==> src/rtl/bus_initiator.sv <==
// Initiator at the head of the daisy-chained core bus: launches host requests,
// tracks returns from the chain tail, queues read results and recovers dead chains.
module bus_initiator #(
    parameter int MAX_OUTSTANDING = 4,
    parameter int RESP_DEPTH      = 4,
    parameter int TIMEOUT_CYCLES  = 64
) (
    input  logic                               clk,
    input  logic                               rst_n,
    input  logic [15:0]                        req_addr_i,
    input  logic [15:0]                        req_data_i,
    input  logic                               req_rw_i,
    input  logic                               req_valid_i,
    output logic                               req_ready_o,
    output logic [15:0]                        addr_o,
    output logic [15:0]                        wdata_o,
    output logic [15:0]                        rdata_o,
    output logic                               rw_o,
    output logic                               valid_o,
    input  logic [15:0]                        addr_i,
    input  logic [15:0]                        wdata_i,
    input  logic [15:0]                        rdata_i,
    input  logic                               rw_i,
    input  logic                               valid_i,
    output logic [15:0]                        resp_addr_o,
    output logic [15:0]                        resp_data_o,
    output logic                               resp_valid_o,
    input  logic                               resp_ready_i,
    output logic                               timeout_o,
    output logic                               stray_o,
    output logic [$clog2(MAX_OUTSTANDING):0]   inflight_o
);

    localparam int IW = $clog2(MAX_OUTSTANDING) + 1;
    localparam int FW = $clog2(RESP_DEPTH) + 1;
    localparam int AW = (RESP_DEPTH > 1) ? $clog2(RESP_DEPTH) : 1;
    localparam int TW = $clog2(TIMEOUT_CYCLES + 1);
    localparam int SW = ((IW > FW) ? IW : FW) + 1;

    typedef enum logic [1:0] {IDLE, BUSY, RECOVER} state_t;

    state_t          r_state;
    state_t          w_stateNext;
    logic [TW-1:0]   r_timer;
    logic [TW-1:0]   w_timerNext;
    logic            w_timeoutFire;

    logic [IW-1:0]   r_inflight;
    logic [IW-1:0]   r_rdInflight;
    logic [IW-1:0]   w_inflightStep;
    logic [IW-1:0]   w_inflightNext;
    logic [IW-1:0]   w_rdInflightNext;

    logic [FW-1:0]   r_fifoCount;
    logic [AW-1:0]   r_wrPtr;
    logic [AW-1:0]   r_rdPtr;
    logic [31:0]     r_mem [RESP_DEPTH];

    logic [15:0]     r_addrO;
    logic [15:0]     r_wdataO;
    logic            r_rwO;
    logic            r_validO;
    logic            r_timeoutO;
    logic            r_strayO;

    logic            w_accept;
    logic            w_retActive;
    logic            w_retDec;
    logic            w_push;
    logic            w_pop;
    logic            w_stray;
    logic [SW-1:0]   w_credSum;
    logic            w_unused;

    assign w_unused = ^{wdata_i, 1'b0};

    // Read credit counts both reads still on the chain and results not yet popped.
    assign w_credSum   = SW'(r_rdInflight) + SW'(r_fifoCount);
    assign req_ready_o = rst_n && (r_state != RECOVER)
                       && (r_inflight < IW'(MAX_OUTSTANDING))
                       && (req_rw_i || (w_credSum < SW'(RESP_DEPTH)));

    assign w_accept    = req_valid_i && req_ready_o;
    assign w_retActive = valid_i && (r_state != RECOVER);
    assign w_retDec    = w_retActive && (r_inflight != '0);
    assign w_push      = w_retActive && !rw_i && (r_rdInflight != '0);
    assign w_stray     = w_retActive && ((r_inflight == '0) || (!rw_i && (r_rdInflight == '0)));
    assign w_pop       = resp_ready_i && (r_fifoCount != '0);

    always_comb begin
        w_inflightStep = r_inflight;
        if (w_accept && !w_retDec) begin
            w_inflightStep = r_inflight + 1'b1;
        end else if (!w_accept && w_retDec) begin
            w_inflightStep = r_inflight - 1'b1;
        end
        w_inflightNext = w_timeoutFire ? '0 : w_inflightStep;
    end

    always_comb begin
        w_rdInflightNext = r_rdInflight;
        if (w_accept && !req_rw_i && !w_push) begin
            w_rdInflightNext = r_rdInflight + 1'b1;
        end else if (!(w_accept && !req_rw_i) && w_push) begin
            w_rdInflightNext = r_rdInflight - 1'b1;
        end
        if (w_timeoutFire) begin
            w_rdInflightNext = '0;
        end
    end

    // The timer counts return-free BUSY cycles, then is reused to time RECOVER.
    always_comb begin
        w_stateNext   = r_state;
        w_timerNext   = r_timer;
        w_timeoutFire = 1'b0;
        case (r_state)
            IDLE: begin
                w_timerNext = '0;
                if (w_accept) begin
                    w_stateNext = BUSY;
                end
            end
            BUSY: begin
                if (valid_i) begin
                    w_timerNext = '0;
                end else begin
                    w_timerNext = r_timer + 1'b1;
                end
                if (!valid_i && (r_timer == TW'(TIMEOUT_CYCLES - 1))) begin
                    w_timeoutFire = 1'b1;
                    w_stateNext   = RECOVER;
                    w_timerNext   = '0;
                end else if (w_inflightStep == '0) begin
                    w_stateNext = IDLE;
                    w_timerNext = '0;
                end
            end
            RECOVER: begin
                if (r_timer == TW'(TIMEOUT_CYCLES - 1)) begin
                    w_stateNext = IDLE;
                    w_timerNext = '0;
                end else begin
                    w_timerNext = r_timer + 1'b1;
                end
            end
            default: begin
                w_stateNext = IDLE;
                w_timerNext = '0;
            end
        endcase
    end

    always_ff @(posedge clk or negedge rst_n) begin
        if (!rst_n) begin
            r_state      <= IDLE;
            r_timer      <= '0;
            r_inflight   <= '0;
            r_rdInflight <= '0;
            r_timeoutO   <= 1'b0;
            r_strayO     <= 1'b0;
        end else begin
            r_state      <= w_stateNext;
            r_timer      <= w_timerNext;
            r_inflight   <= w_inflightNext;
            r_rdInflight <= w_rdInflightNext;
            r_timeoutO   <= w_timeoutFire;
            r_strayO     <= w_stray;
        end
    end

    always_ff @(posedge clk or negedge rst_n) begin
        if (!rst_n) begin
            r_validO <= 1'b0;
            r_rwO    <= 1'b0;
            r_addrO  <= '0;
            r_wdataO <= '0;
        end else begin
            r_validO <= w_accept;
            if (w_accept) begin
                r_rwO    <= req_rw_i;
                r_addrO  <= req_addr_i;
                r_wdataO <= req_data_i;
            end
        end
    end

    // Response FIFO: pointers reset, storage does not; valid only while count is non-zero.
    always_ff @(posedge clk or negedge rst_n) begin
        if (!rst_n) begin
            r_fifoCount <= '0;
            r_wrPtr     <= '0;
            r_rdPtr     <= '0;
        end else begin
            if (w_push) begin
                r_wrPtr <= (r_wrPtr == AW'(RESP_DEPTH - 1)) ? '0 : r_wrPtr + 1'b1;
            end
            if (w_pop) begin
                r_rdPtr <= (r_rdPtr == AW'(RESP_DEPTH - 1)) ? '0 : r_rdPtr + 1'b1;
            end
            if (w_push && !w_pop) begin
                r_fifoCount <= r_fifoCount + 1'b1;
            end else if (w_pop && !w_push) begin
                r_fifoCount <= r_fifoCount - 1'b1;
            end
        end
    end

    always_ff @(posedge clk) begin
        if (w_push) begin
            r_mem[r_wrPtr] <= {addr_i, rdata_i};
        end
    end

    assign addr_o       = r_addrO;
    assign wdata_o      = r_wdataO;
    assign rdata_o      = '0;
    assign rw_o         = r_rwO;
    assign valid_o      = r_validO;
    assign resp_addr_o  = r_mem[r_rdPtr][31:16];
    assign resp_data_o  = r_mem[r_rdPtr][15:0];
    assign resp_valid_o = (r_fifoCount != '0);
    assign timeout_o    = r_timeoutO;
    assign stray_o      = r_strayO;
    assign inflight_o   = r_inflight;

endmodule
==> config.mk <==
export PLATFORM = sky130hd
export DESIGN_NAME = bus_initiator
export DESIGN_NICKNAME = d
export VERILOG_FILES = /design/src/rtl/bus_initiator.sv
export SDC_FILE = /design/constraint.sdc
export NUM_CORES = 1
export LEC_CHECK = 0
export BUFFER_PORTS_ARGS = -buffer_cell sky130_fd_sc_hd__clkbuf_2
export CORE_UTILIZATION = 54
export DETAILED_ROUTE_END_ITERATION = 8
export PLACE_DENSITY = 0.8
export SKIP_CTS_REPAIR_TIMING = 1
export SLEW_MARGIN = 20
export SYNTH_ARGS = -nofsm -noshare
export SYNTH_HDL_FRONTEND = slang
export SYNTH_SLANG_ARGS = --single-unit
==> constraint.sdc <==
create_clock -name clk -period 3 [get_ports clk]
set_input_delay 0 -clock clk [delete_from_list [all_inputs] [get_ports clk]]
set_output_delay 0 -clock clk [all_outputs]
set_load 0.01 [all_outputs]
After elaboration in Yosys (flattened, before gate mapping)
Memories as Yosys holds them, arrays and structs flattened.
Cells that the tools add are included.
Word-level totals
  register bits: 58
  RAM bits: 128
  input bits: 87
  output and inout bits: 89
  logic and storage cells: 98
  memories: 1
Memories
  r_mem: words 4, bits a word 32, rd ports 1, clocked after memory_dff 0, write ports 1, RTL line 57  | logic [31:0] r_mem [RESP_DEPTH];
Cells by class
  $add $sub $neg: 10
  $lt $le $gt $ge: 2
  equality and inequality tests: 9
  muxes and demuxes: 24
  reduce and logical (&&, ||, !) cells: 39
Operators by type and width (count)
  two-way mux 7 bit: 4
  two-way mux 3 bit: 8
  logical AND 1 bit: 19
  case mux 7 bit (2 select lines): 1
  two-way mux 2 bit: 6
  nonzero test 3 bit: 4
  adder 3 x 1 -> 3 bit, second input constant: 3
  logical NOT 3 bit: 3
  subtractor 3 x 1 -> 3 bit, second input constant: 3
  logical NOT 1 bit: 8
  adder 7 x 1 -> 7 bit, second input constant: 1
  == test 7 x 6 -> 1 bit, second input constant: 1
  == test 2 bit, second input constant: 3
  inequality test 2 bit, second input constant: 3
  case mux 2 bit (3 select lines): 1
  adder 2 x 1 -> 2 bit, second input constant: 2
  adder 3 x 3 -> 4 bit: 1
  less-than comparator 4 x 3 -> 1 bit, second input constant: 1
  two-way mux 1 bit: 4
  less-than comparator 3 bit, second input constant: 1
  inequality test 3 bit, second input constant: 1
  AND reduction 3 bit: 1
  == test 2 x 1 -> 1 bit, second input constant: 1
  logical NOT 2 bit: 1
  other kinds (2): 3

Longest topological paths before layout
  word-level depth: 13
  depth in mapped cells: 13
  mapped depth without buffers: 11

Least setup slack after synthesis
No wires, ideal clock.
  kind: flip-flop to flip-flop
  start point: register r_state[0]
  end point: memory r_mem[3][0], enable pin
  library setup time: 392 ps
  arrival time: 2231 ps
  data required time: 2608 ps
  path slack: 377 ps
  cell stages (with the launch flop): 8
  path buffers: 2
  period minus slack after synthesis: 2623 ps
  cells stage by stage: dfrtp_1 inv_1 ha_1 buf_6 nand2b_1 nor3_1 clkbuf_1 and2_1
Between the ends
  longest elaborated chain between the ends: 6
Ends and longest elaborated chain
  from (decl): RTL line 42  | state_t r_state;
  from (signal assigned): RTL line 163  | r_state <= w_stateNext;
  inequality test 2 bit: RTL line 84  | assign w_retActive = valid_i && (r_state != RECOVER);
  logical AND 1 bit: RTL line 84
  logical AND 1 bit (2 in series): RTL line 86  | assign w_push = w_retActive && !rw_i && (r_rdInflight != '0);
  named net w_push: RTL line 69  | logic w_push;
  two-way mux 1 bit: RTL line 210  | if (w_push) begin
  two-way mux 1 bit (not written as such): RTL line 211  | r_mem[r_wrPtr] <= {addr_i, rdata_i};
  to (decl): RTL line 57
The timed path passes the listed nets, and every way through them passes these cells.

Worst setup path after layout
  start point: register r_state[0]
  end point: register r_fifoCount[2]
Between the ends
  longest elaborated chain between the ends: 7
  elaborated cells between the ends (all ways): 9
  classes of those cells: 1 x eq/ne; 1 x mux; 7 x reduce/logical
Ends and longest elaborated chain
  inequality test 2 bit (*): RTL line 84
  logical AND 1 bit (*): RTL line 84
  logical AND 1 bit (*) (2 in series): RTL line 86
  logical NOT 1 bit: RTL line 203  | end else if (w_pop && !w_push) begin
  logical AND 1 bit: RTL line 203
  nonzero test 2 bit (no line)
  to (signal assigned): RTL line 202  | r_fifoCount <= r_fifoCount + 1'b1;
  to (signal assigned): RTL line 204  | r_fifoCount <= r_fifoCount - 1'b1;
  to (decl): RTL line 54  | logic [FW-1:0] r_fifoCount;
Every way passes the cells marked *; elsewhere a longest branch is shown, timed or not.
A chain may end at the register's enable or synchronous reset.

==> results.sh <==
export IMPL_syn_avg_cell_area_um2=15.7
export IMPL_drtIter0Drc=362
export IMPL_p_total_mw=8.36
export IMPL_async_reset_ff_share_pct=31.2
export IMPL_fin_cells=887
export IMPL_min_from="rw_i"
export IMPL_drc=0
export IMPL_period_needed_ns=2.66
export IMPL_hpwl_mm=9.48
export IMPL_outcome="finished, violations left"
export IMPL_cts_buffer_depth=2
export IMPL_crit_required_ns=3.34
export IMPL_rsz0062_at_grt="no"
export IMPL_die_y_um=120
export IMPL_wl_met1_mm=6.71
export IMPL_portBuffers=143
export IMPL_p_per_area_mw_per_mm2=864
export IMPL_grt_max_degree=60
export IMPL_r2r_end="r_fifoCount[2]"
export IMPL_r2r_cells=10
export IMPL_grtUsageTotal_pct=21.0
export IMPL_ys_ff_latch=186
export IMPL_htree_levels=4
export IMPL_criticalPathCategory="reg2reg"
export IMPL_setup_viol=0
export IMPL_final_core_util_pct=72.2
export IMPL_worst_slew_pin_slew_ns=0.839
export IMPL_wl_met2_mm=8.24
export IMPL_ys_types=48
export IMPL_grt_antenna_before_repair=0
export IMPL_slew_headroom_pct=44.1
export IMPL_leakage_nw=4.03
export IMPL_dieArea_mm2=0.0144
export IMPL_reg2reg_slack_ns=0.34
export IMPL_grt_pass1_wl_mm=22.9
export IMPL_cts_root_buf="clkbuf_16"
export IMPL_gp_congestion=0.854
export IMPL_syn_area_mm2=0.00751
export IMPL_start_util_pct=56.1
export IMPL_grt_pass1_vias=4499
export IMPL_startpoint_type="flop"
export IMPL_io_pins=176
export IMPL_synth_edf_count=128
export IMPL_ff_latch_area_mm2=0.00530
export IMPL_insertedDiodeCount=0
export IMPL_post_place_ws_ns=0.363
export IMPL_max_freq_mhz=376
export IMPL_dr_pass1_iters=6
export IMPL_path_clk_slew_ns=0.07
export IMPL_syn_to_final_growth_pct=28.8
export IMPL_crit_end="r_fifoCount[2]"
export IMPL_core_mm2=0.0134
export IMPL_hold_viol_final=2
export IMPL_top_layer="met4"
export IMPL_yosysTopAreaCell="edfxtp_1"
export IMPL_endpoint_kind="flop"
export IMPL_final_nets=802
export IMPL_routedWlPerCell_um=18.1
export IMPL_drt_wl_total_mm=16.0
export IMPL_cts_sinks=186
export IMPL_placed_cells=789
export IMPL_rows=42
export IMPL_r2r_start="r_state[0]"
export IMPL_peakVddDrop_mv=0.506
export IMPL_clock_latency_ns=0.42
export IMPL_whs_ns=-0.0279
export IMPL_clock_skew_ns=0.0132
export IMPL_overflow=0
export IMPL_final_area_mm2=0.00967
export IMPL_final_setup_tns_ns=0
export IMPL_violations="hold timing"
export IMPL_fillers=821
export IMPL_max_cap_viol_count=0
export IMPL_yosys_warnings=0
export IMPL_cp_max_fo=8
export IMPL_hp_class="in2reg"
export IMPL_setup_ws_ns=0.337
export IMPL_fin_crit_sh_pct=88.8
export IMPL_placed_area_mm2=0.00845
export IMPL_worst_endpoint_arrival_ns=3.00
export IMPL_cts_buffers_inserted=17
export IMPL_synthCells=479
export IMPL_cts_tree="done"
export IMPL_crit_start="r_state[0]"
export IMPL_yosys_most_used_dff="edfxtp_1"
export IMPL_multi_input_area_mm2=0.00202
export IMPL_ant_nets=0
export IMPL_synth_top_area_share_pct=51.2
export IMPL_chipWidth_um=120
export IMPL_vias=4727
export IMPL_yosysSeqAreaShare_pct=70.5
export IMPL_via_per_inst=5.33
export IMPL_synthTopCellsByArea="edfxtp_1, dfrtp_1, mux4_2"
export IMPL_wl_met3_mm=1.02
export IMPL_drive_above_1_share_pct=32.2
export IMPL_slew_viol_final=0
layer usage:
layer | track usage, % | up-vias
met2 | 36.0 | 206
met5 | 0 | -
met1 | 26.6 | 2356
li1 | - | 2157
met4 | 4.92 | 0
met3 | 5.56 | 8
layout make-up:
| cell class | count | area share [%] |
|---|---|---|
| Sequential cell | 186 | 54.7 |
| Tap cell | 176 | 2.28 |
| Multi-Input combinational cell | 259 | 20.9 |
| Clock buffer | 17 | 4.40 |
| Inverter | 15 | 0.582 |
| Timing Repair Buffer | 219 | 15.6 |
| Clock inverter | 15 | 1.45 |
cell families (layout without fill, tap and decap cells):
kind of cell	count (synthesis)	in the layout	synth area share (%)
other	1	16	0.0499
AND/OR/NAND/NOR	143	143	8.41
XOR/XNOR	12	12	1.40
buffers and inverters	49	266	3.40
multiplexers	36	36	10.2
flip-flops	186	186	70.5
adder cells (fa/ha/maj)	17	17	3.03
AO/OA/AOI/OAI	35	35	3.05
power breakdown:
group          internal, mW  leakage, nW  switching (mW)
Combinational          1.25         1.87            1.36
Sequential             3.25         1.89           0.390
Clock                  1.16        0.273           0.950
Total                  5.65         4.03            2.70
cell usage in the layout, fill, tap and decap left out, types with 2 or more instances in the layout:
cell type / synthesis / final
o21ai_0: 6 / 6
o21ai_1: 2 / 2
clkinvlp_4: 0 / 3
buf_4: 16 / 5
ha_1: 15 / 15
clkinv_4: 0 / 2
clkinv_2: 0 / 3
mux4_2: 32 / 32
clkbuf_2: 0 / 143
nor3_1: 5 / 5
nand3_1: 3 / 3
mux2_2: 2 / 2
dlygate4sd3_1: 0 / 66
clkbuf_16: 0 / 17
xnor2_1: 6 / 6
dfrtp_1: 58 / 57
a21oi_1: 11 / 11
a21o_1: 2 / 2
nand2_1: 106 / 106
buf_12: 0 / 5
a211oi_1: 5 / 5
inv_6: 0 / 5
mux2i_1: 2 / 2
and2_2: 0 / 4
edfxtp_1: 128 / 128
nor2_1: 9 / 9
nand4_1: 2 / 2
or3_1: 3 / 3
fa_1: 2 / 2
conb_1: 1 / 16
inv_1: 14 / 14
xor2_1: 6 / 6
sequential cells by signal (all words and copies together) (netlist names), 2 cells and up:
register,flops
addr_o,16
inflight_o,3
r_fifoCount,3
r_mem,128
r_rdInflight,3
r_rdPtr,2
r_state,2
r_timer,7
r_wrPtr,2
wdata_o,16
how the worst min path moves through the flow:
stage	endpoint	cells after the start
5_1_grt	r_rdPtr[0]	3
3_5_place_dp	addr_o[14]	3
4_1_cts	wdata_o[10]	3
6_report	stray_o	4
2_1_floorplan	addr_o[0]	0
3_3_place_gp	wdata_o[10]	3
worst max-delay path, cell delays in order (launching register included):
cell and delay (ns):
dfrtp_1 0.35, inv_1 0.08, ha_1 0.33, nand2b_1 0.24, nor3_1 0.45, ha_1 0.27
inv_1 0.06, fa_1 0.38, xor2_1 0.15, nor2_1 0.11, xor2_1 0.14
synth_stat cells, drive strengths merged, types with 2 or more instances:
master and n:
and2 4, a211oi 5, edfxtp 128, buf 20, ha 15, nor2 9
clkbuf 14, inv 15, o21ai 8, xnor2 6, nand3 3, nand4 2
mux4 32, dfrtp 58, mux2i 2, nor3 6, fa 2, or3 3
nand2 106, a21o 2, xor2 6, a21oi 11, mux2 2
No activity file was read; power rests on OpenSTA's default activity.
